File: src/rtl/cmd_packet_assembler.sv
// Command packet assembler: gathers five 32-bit command words into one
// 160-bit packet {opcode, flags, param0..param3}, reports illegal opcodes,
// optionally drops NOP packets and keeps wrapping statistics counters.
//
// state      | meaning
// -----------+-------------------------------------------------------
// ST_HDR     | waiting for word0 (opcode + flags)
// ST_PARAM   | collecting param[idx], idx = 0..3
// ST_EMIT    | complete packet held on out_pkt until out_ready
module cmd_packet_assembler #(
  parameter int DROP_NOP  = 1,
  parameter int CNT_WIDTH = 32
) (
  input  logic                 clk,
  input  logic                 rst_n,
  input  logic                 flush,
  input  logic                 in_valid,
  input  logic [31:0]          in_data,
  output logic                 in_ready,
  output logic                 out_valid,
  output logic [159:0]         out_pkt,
  input  logic                 out_ready,
  output logic                 err_valid,
  output logic [7:0]           err_opcode,
  output logic [CNT_WIDTH-1:0] pkt_count,
  output logic [CNT_WIDTH-1:0] nop_count,
  output logic [CNT_WIDTH-1:0] err_count
);

  localparam logic [7:0] CMD_NOP = 8'h00;

  typedef enum logic [1:0] {
    ST_HDR   = 2'd0,
    ST_PARAM = 2'd1,
    ST_EMIT  = 2'd2
  } state_t;

  state_t      state, state_nxt;
  logic [1:0]  idx;
  logic [7:0]  opcode;
  logic [23:0] flags;
  logic [31:0] param0, param1, param2, param3;

  logic word_acc;
  logic pkt_acc;
  logic pkt_end;
  logic opcode_legal;
  logic opcode_drop;
  logic end_err;
  logic end_nop;

  // Handshakes: flush blocks both sides so it wins over any transfer.
  // rst_n gates in_ready so nothing is offered as accepted during reset.
  assign in_ready  = rst_n && !flush && (state != ST_EMIT);
  assign out_valid = (state == ST_EMIT) && !flush;
  assign word_acc  = in_valid && in_ready;
  assign pkt_acc   = out_valid && out_ready;
  assign pkt_end   = word_acc && (state == ST_PARAM) && (idx == 2'd3);
  assign out_pkt   = {opcode, flags, param0, param1, param2, param3};

  // Opcode classification of the latched header.
  always_comb begin
    opcode_legal = 1'b0;
    if (opcode <= 8'h0D) opcode_legal = 1'b1;
    if (opcode == 8'h10 || opcode == 8'h11 || opcode == 8'hFF) opcode_legal = 1'b1;
    opcode_drop = (DROP_NOP != 0) && (opcode == CMD_NOP);
  end

  // State register.
  always_ff @(posedge clk or negedge rst_n) begin
    if (!rst_n) state <= ST_HDR;
    else        state <= state_nxt;
  end

  // Next-state logic and packet-end classification strobes.
  always_comb begin
    state_nxt = state;
    end_err   = 1'b0;
    end_nop   = 1'b0;
    if (flush) begin
      state_nxt = ST_HDR;
    end else begin
      case (state)
        ST_HDR: begin
          if (word_acc) state_nxt = ST_PARAM;
        end
        ST_PARAM: begin
          if (pkt_end) begin
            if (!opcode_legal) begin
              end_err   = 1'b1;
              state_nxt = ST_HDR;
            end else if (opcode_drop) begin
              end_nop   = 1'b1;
              state_nxt = ST_HDR;
            end else begin
              state_nxt = ST_EMIT;
            end
          end
        end
        ST_EMIT: begin
          if (pkt_acc) state_nxt = ST_HDR;
        end
        default: state_nxt = ST_HDR;
      endcase
    end
  end

  // Packet field capture and parameter index.
  always_ff @(posedge clk or negedge rst_n) begin
    if (!rst_n) begin
      idx    <= 2'd0;
      opcode <= 8'h00;
      flags  <= 24'h0;
      param0 <= 32'h0;
      param1 <= 32'h0;
      param2 <= 32'h0;
      param3 <= 32'h0;
    end else if (word_acc) begin
      if (state == ST_HDR) begin
        opcode <= in_data[31:24];
        flags  <= in_data[23:0];
        idx    <= 2'd0;
      end else begin
        case (idx)
          2'd0:    param0 <= in_data;
          2'd1:    param1 <= in_data;
          2'd2:    param2 <= in_data;
          default: param3 <= in_data;
        endcase
        idx <= idx + 2'd1;
      end
    end
  end

  // Error reporting: one-cycle pulse, opcode held until the next pulse.
  always_ff @(posedge clk or negedge rst_n) begin
    if (!rst_n) begin
      err_valid  <= 1'b0;
      err_opcode <= 8'h00;
    end else begin
      err_valid <= end_err;
      if (end_err) err_opcode <= opcode;
    end
  end

  // Statistics counters, wrapping naturally at 2^CNT_WIDTH.
  always_ff @(posedge clk or negedge rst_n) begin
    if (!rst_n) begin
      pkt_count <= '0;
      nop_count <= '0;
      err_count <= '0;
    end else begin
      if (pkt_acc) pkt_count <= pkt_count + CNT_WIDTH'(1);
      if (end_nop) nop_count <= nop_count + CNT_WIDTH'(1);
      if (end_err) err_count <= err_count + CNT_WIDTH'(1);
    end
  end

endmodule
File: config.mk
export PLATFORM = sky130hd
export DESIGN_NAME = cmd_packet_assembler
export DESIGN_NICKNAME = d
export VERILOG_FILES = /design/src/rtl/cmd_packet_assembler.sv
export SDC_FILE = /design/constraint.sdc
export NUM_CORES = 1
export LEC_CHECK = 0
export ABC_AREA = 1
export CAP_MARGIN = 20
export CORE_MARGIN = 2
export CORE_UTILIZATION = 51
export DETAILED_ROUTE_END_ITERATION = 12
export PLACE_DENSITY = 0.91
export SYNTH_ARGS = -nofsm -noshare
export SYNTH_HDL_FRONTEND = slang
export SYNTH_SLANG_ARGS = --single-unit
File: constraint.sdc
create_clock -name clk -period 3.4 [get_ports clk]
set_input_delay 0.68 -clock clk [delete_from_list [all_inputs] [get_ports clk]]
set_output_delay 0.68 -clock clk [all_outputs]
set_load 0.005 [all_outputs]
==> out/metrics.yaml <==
sta:
  finalSetupTns_ns: 0
  worstMarginPinSlew_ns: 1.04
  finClkSkew_ns: 0.0107
  fmax_mhz: 352
  rsz0062_at_grt: "no"
  drv_slew: 0
  fin_crit_sh_pct: 83.5
  max_slew_margin_pct: 30.5
  finalWorstPathRequiredPeriod_ns: 2.84
  hold_viol: 0
  setup_viol: 0
clock_network:
  postCtsSetupBuffers: 0
  clock-sinks: 269
  cts_resized: 0
  numCtsBuffers: 28
  holdBufCountCts: 0
  cts-root-buf: "clkbuf_16"
  htree_num_levels: 1
  clk_pin_slew_ns: 0.06
  cts_buffer_depth: 3
  cts_tree: "yes"
  clkLatencyLatePin_ns: 0.54
route:
  finalWirelength_um: 37300
  first_iter_violations: 937
  dr.pass1.iters: 6
  ant_nets: 0
  vias: 11800
  wl_per_cell_um: 16.9
  vias_per_cell: 5.34
  remaining_drc_errors: 0
worst_setup_path:
  cp.arrival_ns: 2.16
  critPathMaxStageDelay_ns: 0.57
  crit_slowest_cell: "clkdlybuf4s50_1"
  critPathCaptureType: "primary output"
  cp_max_fo: 5
  startpoint_type: "input port"
  path_cells: "clkdlybuf4s50_1 -> clkinv_4 -> nand2_2 -> nor2_4 -> clkdlybuf4s50_1"
  cp_common_cell: "clkdlybuf4s50_1"
  worst-setup-path-type: "in -> out"
  cp.required_ns: 2.72
job:
  maxCapViolations: 0
power_and_ir_drop:
  power_mw: 8.92
  irDropWorstVdd_mv: 0.505
  power.leakage_nw: 7.81
  p_per_area_mw_per_mm2: 522
final_layout:
  final_core_util_pct: 68.2
  drive_gt1_share_pct: 8.24
  mostFrequentLayoutCell: "nand2_1"
  fin_nets: 1905
  mostFrequentLayoutCells: "nand2_1, clkdlybuf4s50_1, dfrtp_1, nor2_1, inv_1"
  n_antenna_cell: 0
  syn_to_final_growth_pct: 31.8
synthesis:
  ys_ff_latch: 269
  synth_fp_nets: 1607
  synthArstFlopShare_pct: 100
  synth-main-ff-cell: "dfrtp_1"
  syn_inst: 1563
  syn-mean-instance-area_um2: 8.29
  synth-edff-count: 0
  ys_warn_count: 0
  ys_seq_area_share_pct: 52.0
  synth_area_mm2: 0.0130
  post_synth_num_cell_types: 32
die:
  initial_core_util_pct: 51.8
  rows: 58
  coreArea_mm2: 0.0250
  die_x_um: 163
  die_y_um: 163
  num_io_pins: 304
  dieArea_mm2: 0.0267
grt:
  grt_use_total_pct: 28.0
  grt_max_degree: 189
  antenna_found_initial: 0
  grt_overflow: 0
  grt_pass1_vias: 11600
  grt_pass1_wl_um: 59500
placed_design:
  gp_congestion: 0.944
  dp_hpwl_um: 26000
  io_buffers: 303
worst_hold_path:
  hold_class: "in -> async"
run_status:
  status: "finished clean"
-- final cells by class --
class / instances / area (µm²)
fill: 1832 / 7960
multi-input combinational: 1120 / 5290
tap: 330 / 413
sequential: 269 / 6730
inverter: 129 / 489
clock buffer: 37 / 805
clock inverter: 12 / 179
timing repair buffer: 313 / 3170
-- flip-flops by register name, summed over array words and instances, names as in the netlist --
register / cells
nop_count: 32
param1: 32
state: 2
param0: 32
err_valid: 1
idx: 2
flags: 24
err_opcode: 8
param3: 32
err_count: 32
param2: 32
pkt_count: 32
opcode: 8
-- final timing paths --
| path | cells after the start | slack (ns) | start | end |
|---|---|---|---|---|
| setup / recovery | 5 | 0.56 | flush | in_ready |
| hold / removal | 2 | 0.13 | rst_n | nop_count[14] |
| setup reg to reg | 8 | 1.18 | idx[0] | err_opcode[3] |
| hold reg to reg | 2 | 0.47 | err_opcode[6] | err_opcode[6] |
| max in group asynchronous | 2 | 2.27 | rst_n | param3[19] |
| min in group clk | 2 | 0.47 | err_opcode[6] | err_opcode[6] |
-- metrics by stage --
stage / std cells / hold slack [ns] / setup WS [ns] / instance area (µm²)
after CTS: 2209 / 0.425 / 0.577 / 17100
after detailed placement: 2160 / 0.460 / 0.497 / 16100
after global routing: 2210 / 0.133 / 0.525 / 17100
after global placement: 2160 / 0.456 / 0.612 / 16100
after floorplan: 1563 / 0.384 / 1.71 / 13000
final: 2210 / 0.133 / 0.560 / 17100
-- cell usage after synthesis (all sizes together), types with 8 or more instances --
| library cell | number | area (µm²) |
|---|---|---|
| nand3 | 55 | 300 |
| xor2 | 36 | 323 |
| dfrtp | 269 | 6730 |
| o21ai | 178 | 1130 |
| nand2 | 630 | 2410 |
| nor3 | 10 | 50.1 |
| buf | 42 | 435 |
| nand3b | 14 | 105 |
| inv | 127 | 477 |
| nor2 | 167 | 701 |
| nand4 | 13 | 96.3 |
| xnor2 | 8 | 70.1 |
-- cell families after synthesis --
kind of cell             after synthesis  share of synthesized area (%)
AO/OA/AOI/OAI                        180                           8.85
adder cells (fa/ha/maj)                7                          0.676
buffers and inverters                174                           7.22
flip-flops                           269                           52.0
AND/OR/NAND/NOR                      889                           28.3
XOR/XNOR                              44                           3.03
-- layer usage --
layer  GRT usage [%]  vias to the layer above  wire [µm]  share of wire [%]
li1                -                     5488          -                  -
met1            33.1                     5653      14000                 38
met2            47.8                      543      18000                 48
met3            8.51                      125       3800                 10
met4            11.3                        0       1490                4.0
met5               0                        -          0                  0
-- worst max-delay path, delay by kind of cell --
family        cells  cell delay, ns
buf+inv           3            1.27
simple gates      2            0.21
-- power by group --
part           leakage, nW  switching [mW]  internal, mW  total [mW]
Sequential            3.57           0.311          3.62        3.93
Combinational         3.75           0.764         0.984        1.75
Clock                0.477            1.28          1.96        3.24
No activity file was read; power rests on OpenSTA's default activity.
